[src/rtl/fwd_prop_unit.sv]
// Forward-propagation engine: streams one weight row per pixel into NUM_OUT signed
// accumulators, then picks the winning output by a sequential signed argmax.
module fwd_prop_unit #(
  parameter  int IMG_SZ    = 784,
  parameter  int NUM_OUT   = 10,
  parameter  int W_WIDTH   = 8,
  parameter  int ACC_WIDTH = 18,
  localparam int AW        = $clog2(IMG_SZ),
  localparam int DW        = $clog2(NUM_OUT)
) (
  input  logic                         clk,
  input  logic                         rst_l,
  input  logic                         do_fp,
  input  logic [IMG_SZ-1:0]            image_in,
  output logic                         w_rd_en,
  output logic [AW-1:0]                w_addr,
  input  logic [NUM_OUT*W_WIDTH-1:0]   w_rd_data,
  output logic                         fp_done,
  output logic [NUM_OUT*ACC_WIDTH-1:0] scores,
  output logic [DW-1:0]                digit,
  output logic                         digit_valid,
  output logic                         busy
);

  typedef enum logic [2:0] {IDLE, MAC, DRAIN, ARGMAX, DONE} state_t;

  state_t                       state_reg;
  logic [IMG_SZ-1:0]            img_reg;
  logic                         pix_reg;
  logic                         pix_vld_reg;
  logic [AW-1:0]                addr_reg;
  logic                         rd_en_reg;
  logic                         done_reg;
  logic                         valid_reg;
  logic [DW-1:0]                digit_reg;
  logic [DW-1:0]                best_idx_reg;
  logic [DW-1:0]                cmp_idx_reg;
  logic signed [ACC_WIDTH-1:0]  best_reg;
  logic signed [ACC_WIDTH-1:0]  acc_reg  [NUM_OUT];
  logic signed [ACC_WIDTH-1:0]  acc_next [NUM_OUT];

  logic                         clear_acc;
  logic                         add_row;
  logic signed [ACC_WIDTH-1:0]  cand;
  logic                         cand_better;
  logic [DW-1:0]                win_idx;
  logic signed [ACC_WIDTH-1:0]  win_val;

  assign clear_acc = (state_reg == IDLE) && do_fp;
  // The pipeline bit lines up with the row that the memory returns this cycle.
  assign add_row   = pix_vld_reg && pix_reg;

  generate
    for (genvar gi = 0; gi < NUM_OUT; gi++) begin : g_lane
      logic [W_WIDTH-1:0] w;
      assign w = w_rd_data[gi*W_WIDTH +: W_WIDTH];
      assign acc_next[gi] = add_row
          ? acc_reg[gi] + $signed({{(ACC_WIDTH-W_WIDTH){w[W_WIDTH-1]}}, w})
          : acc_reg[gi];
      assign scores[gi*ACC_WIDTH +: ACC_WIDTH] = acc_reg[gi];
    end
  endgenerate

  always_ff @(posedge clk or negedge rst_l) begin
    if (!rst_l) begin
      for (int i = 0; i < NUM_OUT; i++) acc_reg[i] <= '0;
    end else if (clear_acc) begin
      for (int i = 0; i < NUM_OUT; i++) acc_reg[i] <= '0;
    end else begin
      for (int i = 0; i < NUM_OUT; i++) acc_reg[i] <= acc_next[i];
    end
  end

  // Strictly-greater replacement keeps ties on the lowest index.
  assign cand        = acc_reg[cmp_idx_reg];
  assign cand_better = cand > best_reg;
  assign win_idx     = cand_better ? cmp_idx_reg : best_idx_reg;
  assign win_val     = cand_better ? cand : best_reg;

  always_ff @(posedge clk or negedge rst_l) begin
    if (!rst_l) begin
      state_reg    <= IDLE;
      img_reg      <= '0;
      pix_reg      <= 1'b0;
      pix_vld_reg  <= 1'b0;
      addr_reg     <= '0;
      rd_en_reg    <= 1'b0;
      done_reg     <= 1'b0;
      valid_reg    <= 1'b0;
      digit_reg    <= '0;
      best_idx_reg <= '0;
      cmp_idx_reg  <= '0;
      best_reg     <= '0;
    end else begin
      done_reg <= 1'b0;
      case (state_reg)
        IDLE: begin
          if (do_fp) begin
            img_reg   <= image_in;
            valid_reg <= 1'b0;
            addr_reg  <= '0;
            rd_en_reg <= 1'b1;
            state_reg <= MAC;
          end
        end
        MAC: begin
          if (!do_fp) begin
            state_reg   <= IDLE;
            rd_en_reg   <= 1'b0;
            pix_vld_reg <= 1'b0;
          end else begin
            // Image is consumed LSB-first, so bit 0 is always pixel k.
            pix_reg     <= img_reg[0];
            img_reg     <= img_reg >> 1;
            pix_vld_reg <= 1'b1;
            if (addr_reg == AW'(IMG_SZ-1)) begin
              rd_en_reg <= 1'b0;
              state_reg <= DRAIN;
            end else begin
              addr_reg <= addr_reg + 1'b1;
            end
          end
        end
        DRAIN: begin
          pix_vld_reg <= 1'b0;
          if (!do_fp) begin
            state_reg <= IDLE;
          end else begin
            best_reg     <= acc_next[0];
            best_idx_reg <= '0;
            cmp_idx_reg  <= DW'(1);
            state_reg    <= ARGMAX;
          end
        end
        ARGMAX: begin
          if (!do_fp) begin
            state_reg <= IDLE;
          end else begin
            best_reg     <= win_val;
            best_idx_reg <= win_idx;
            if (cmp_idx_reg == DW'(NUM_OUT-1)) begin
              digit_reg <= win_idx;
              valid_reg <= 1'b1;
              done_reg  <= 1'b1;
              state_reg <= DONE;
            end else begin
              cmp_idx_reg <= cmp_idx_reg + 1'b1;
            end
          end
        end
        DONE:    state_reg <= IDLE;
        default: state_reg <= IDLE;
      endcase
    end
  end

  assign w_rd_en     = rd_en_reg;
  assign w_addr      = addr_reg;
  assign fp_done     = done_reg;
  assign digit       = digit_reg;
  assign digit_valid = valid_reg;
  assign busy        = (state_reg != IDLE);

endmodule

[config.mk]
export PLATFORM = sky130hd
export DESIGN_NAME = fwd_prop_unit
export DESIGN_NICKNAME = d
export VERILOG_FILES = /design/src/rtl/fwd_prop_unit.sv
export SDC_FILE = /design/constraint.sdc
export NUM_CORES = 2
export LEC_CHECK = 0
export ABC_AREA = 0
export CAP_MARGIN = 20
export CORE_AREA = 3 3 418 420
export DETAILED_ROUTE_END_ITERATION = 10
export DIE_AREA = 0 0 421 423
export PLACE_DENSITY = 0.51
export SLEW_MARGIN = 10
export SYNTH_ARGS = -nofsm -noshare
export SYNTH_HDL_FRONTEND = slang
export SYNTH_SLANG_ARGS = --single-unit
[constraint.sdc]
create_clock -name clk -period 6.6 [get_ports clk]
set_clock_uncertainty 0.15 [all_clocks]
set_input_delay 1.32 -clock clk [delete_from_list [all_inputs] [get_ports clk]]
set_output_delay 1.32 -clock clk [all_outputs]
set_load 0.03 [all_outputs]
==> flow_metrics.py <==
metrics = {
    "synth": {
        "avgSynthCellArea_um2": 8.98,
        "synth_edf_count": 0,
        "synthesis.nets": 6809,
        "yosysWarnings": 0,
        "synth_seq_area_share_pct": 49.1,
        "syn_area_um2": 51500,
        "ys.flop_type": "dfrtp_1",
        "syn_inst": 5741,
        "yosys.area.top_type": "dfrtp_1",
        "synth_top_area_share_pct": 49.1,
        "synth_area_leaders": "dfrtp_1 49%, o22ai_1 9.8%, o21ai_0 8.8%, nand2_1 8.1%, ha_1 4.6%",
        "ys_types": 66,
        "synth_seq_cells": 1012,
        "async_flop_share_pct": 100,
    },
    "timing": {
        "rsz0062_at_grt": "false",
        "slew-limit-headroom_pct": 19.8,
        "final.min_clock_period_ns": 4.64,
        "finalSetupViolCount": 0,
        "tns_ns": 0,
        "tightest_slew_ns": 1.20,
        "hold_viol_final": 0,
        "finalCritPeriodShare_pct": 70.3,
        "clock.fmax_mhz": 215,
        "finalMaxSlewViolations": 0,
    },
    "hold_path": {
        "hold_class": "reg -> reg",
    },
    "floorplan": {
        "dieWidth_um": 421,
        "die_height_um": 423,
        "dieArea_um2": 178000,
        "core_um2": 171000,
        "io_pins": 1065,
        "rows": 152,
        "initial_core_util_pct": 30.1,
    },
    "grt": {
        "grt_pass1_wl_um": 312000,
        "grt_start_max_net_pins": 283,
        "grt_pass1_vias": 45100,
        "antenna_found_initial": 126,
        "grt.total_usage_pct": 23.1,
        "overflow": 0,
    },
    "power_and_ir_drop": {
        "power_density_nw_per_um2": 338,
        "power_frac_comb_pct": 32.7,
        "power_frac_seq_pct": 36.9,
        "p_sw_mw": 8.41,
        "p_leak_nw": 28.1,
        "sw_frac_of_total_pct": 36.4,
        "clock_power_share_pct": 30.4,
        "ir_worst_vdd_mv": 0.223,
        "intPower_mw": 14.7,
    },
    "clocking": {
        "htree_levels": 3,
        "clkTransAtPathRegs_ns": 0.06,
        "ctsResizeCount": 0,
        "ctsHoldBuffers": 0,
        "cts_setup_buffers": 0,
        "clk_latency_ns": 0.75,
        "clockBufferDepth": 3,
        "cts_tree": "done",
        "cts_made_buffers": 118,
        "cts.sinks": 1012,
        "cts_root_buf": "clkbuf_16",
    },
    "layout": {
        "drive_gt1_share_pct": 4.60,
        "largest_reg_flops": 784,
        "final_cell_area_um2": 68300,
        "synthToLayoutAreaGrowth_pct": 32.6,
        "nets": 7601,
    },
    "worst_setup_path": {
        "worst-endpoint-required_ns": 7.06,
        "worstPathBufferInverterCount": 0,
        "cpPeakStageDelay_ns": 0.87,
        "crit_family": "multiplexers",
        "start_kind": "flop",
        "arrival_ns": 5.10,
        "slowest_stage": "dfrtp_4",
        "criticalPathCategory": "reg -> reg",
        "crit_path_end_kind": "flop",
        "crit_fanout": 38,
        "worstPathCellList": "mux4_2 > mux2i_1 > o22ai_1 > ha_1 > a21o_1 > a21o_1 > a21oi_1 > o2111ai_1 > a21oi_1 > o21ai_1 > nand2_2 > mux2_2",
    },
    "routing": {
        "postRouteAntennaNets": 0,
        "wl_per_cell_um": 23.7,
        "initialDrtViolationCount": 4365,
        "postRouteWirelength_um": 214000,
        "vias": 47100,
        "vias_per_cell": 5.23,
        "firstDrtPassIters": 6,
        "drc": 0,
    },
    "placed_design": {
        "dp_hpwl_um": 156000,
        "placed_cell_area_um2": 64000,
        "place.gp.congestion": 0.904,
        "port_buffers": 1064,
    },
    "outcome": {
        "status": "finished, final reports clean",
    },
    "run": {
        "cap_violations": 0,
    },
}
-- cell usage in the layout (no fill, tap or decap), types with 9 or more instances in the layout --
cell,synthesis,layout
o21a_1,28,28
dfrtp_1,1012,1010
and3_1,20,20
clkinv_2,0,22
o22ai_1,809,809
buf_4,4,24
mux2_2,12,12
xnor2_1,75,75
a21oi_1,247,247
xor2_1,12,12
inv_1,83,82
clkbuf_1,355,20
a21o_1,20,20
mux4_2,36,36
nor2b_1,45,45
clkdlybuf4s50_1,0,1063
nor4_1,30,30
nand3_1,79,78
mux2i_1,51,51
nor3_1,113,112
nand4_1,9,9
bufinv_16,0,16
buf_12,0,21
or3_1,39,39
o21ai_1,15,15
a211oi_1,25,25
fa_1,10,10
clkbuf_8,0,29
diode_2,0,72
o31ai_1,26,26
o21ai_0,906,906
nand2_1,1107,1105
ha_1,191,191
a31oi_1,13,13
nand2b_1,31,31
clkbuf_16,0,118
o211a_1,14,14
nor2_1,161,159
nand3b_1,18,18
-- final timing paths --
| path | cells after the start | endpoint | slack (ns) | from |
|---|---|---|---|---|
| worst max-delay path | 12 | best_reg[8]$_DFFE_PN0P_ | 1.96 | cmp_idx_reg[0]$_DFFE_PN0P_ |
| worst min-delay path | 2 | img_reg[429]$_DFFE_PN0P_ | 0.33 | img_reg[429]$_DFFE_PN0P_ |
| worst max register to register | 12 | best_reg[8]$_DFFE_PN0P_ | 1.96 | cmp_idx_reg[0]$_DFFE_PN0P_ |
| worst min register to register | 2 | img_reg[429]$_DFFE_PN0P_ | 0.33 | img_reg[429]$_DFFE_PN0P_ |
| max in group asynchronous | 2 | img_reg[61]$_DFFE_PN0P_ | 4.38 | rst_l |
| min in group asynchronous | 1 | img_reg[682]$_DFFE_PN0P_ | 0.48 | rst_l |
-- cells in the mapped netlist (all sizes together) (8+ instances only) --
| library cell | instances |
|---|---|
| a211oi | 25 |
| clkbuf | 355 |
| a21o | 20 |
| xor2 | 12 |
| o21ai | 921 |
| nor3 | 114 |
| or3 | 39 |
| nand4 | 9 |
| nor2b | 46 |
| fa | 10 |
| o31ai | 26 |
| ha | 191 |
| o22ai | 809 |
| and3 | 20 |
| o21a | 28 |
| nor4 | 30 |
| inv | 84 |
| nand3 | 79 |
| mux2 | 12 |
| nand3b | 18 |
| nand2 | 1108 |
| a21oi | 247 |
| o211a | 14 |
| buf | 83 |
| mux2i | 51 |
| dfrtp | 1012 |
| xnor2 | 75 |
| mux4 | 36 |
| nand2b | 31 |
| a31oi | 13 |
| nor2 | 161 |
| and2 | 8 |
-- through the flow --
| step | hold WS, ns | utilization (%) | total power, mW | instances | worst slack, ns |
|---|---|---|---|---|---|
| after global placement | 0.311 | 37.3 | 16.1 | 8722 | 1.93 |
| final | 0.328 | 39.9 | 23.1 | 9007 | 1.96 |
| after floorplan | 0.296 | - | 12.8 | 5741 | 2.79 |
| after CTS | 0.334 | 39.8 | 23.3 | 8935 | 1.98 |
| after detailed placement | 0.321 | 37.4 | 16.1 | 8723 | 1.87 |
| after global routing | 0.344 | 39.8 | 24.4 | 8981 | 1.67 |
-- worst register-to-register path: cells and delay by family (launching register included) --
family / cells / cell delay (ns)
fa+ha+maj: 1 / 0.36
compound gates: 7 / 1.24
simple gates: 1 / 0.45
mux: 3 / 1.46
flops: 1 / 0.87
-- logic make-up (layout without fill, tap and decap cells) --
family          Yosys count  after routing  share of synthesized area, %
compound gates         2147           2147                          23.8
simple gates           1673           1673                          13.8
flops                  1012           1012                          49.1
buf+inv                 522           1406                          3.97
fa+ha+maj               201            201                          5.03
mux                      99             99                          2.83
xor+xnor                 87             87                          1.48
other cells               0             72                             0
-- power groups by stage --
stage               registers, mW  logic, mW  clock network, mW
finish                       8.53       7.55               7.04
global route                 8.64       8.28               7.48
CTS                          8.52       7.56               7.24
detailed placement           8.61       7.53                  0
global placement             8.61       7.46                  0
floorplan                    8.79       4.00                  0
-- area by class of cell --
class	count	area [um^2]
Antenna cell	72	180
Clock buffer	167	3430
Clock inverter	45	713
Fill cell	17100	103000
Inverter	84	323
Multi-Input combinational cell	4207	24200
Sequential cell	1012	25300
Tap cell	2310	2890
Timing Repair Buffer	1110	11300
-- per-layer routing --
layer	part of all wire (%)	track usage (%)	vias up
met4	3.8	9.58	40
li1	-	-	22500
met3	6.5	5.86	388
met5	0.12	0	-
met2	48	37.6	1372
met1	41	29.1	22800
No activity file was read; power rests on OpenSTA's default activity.
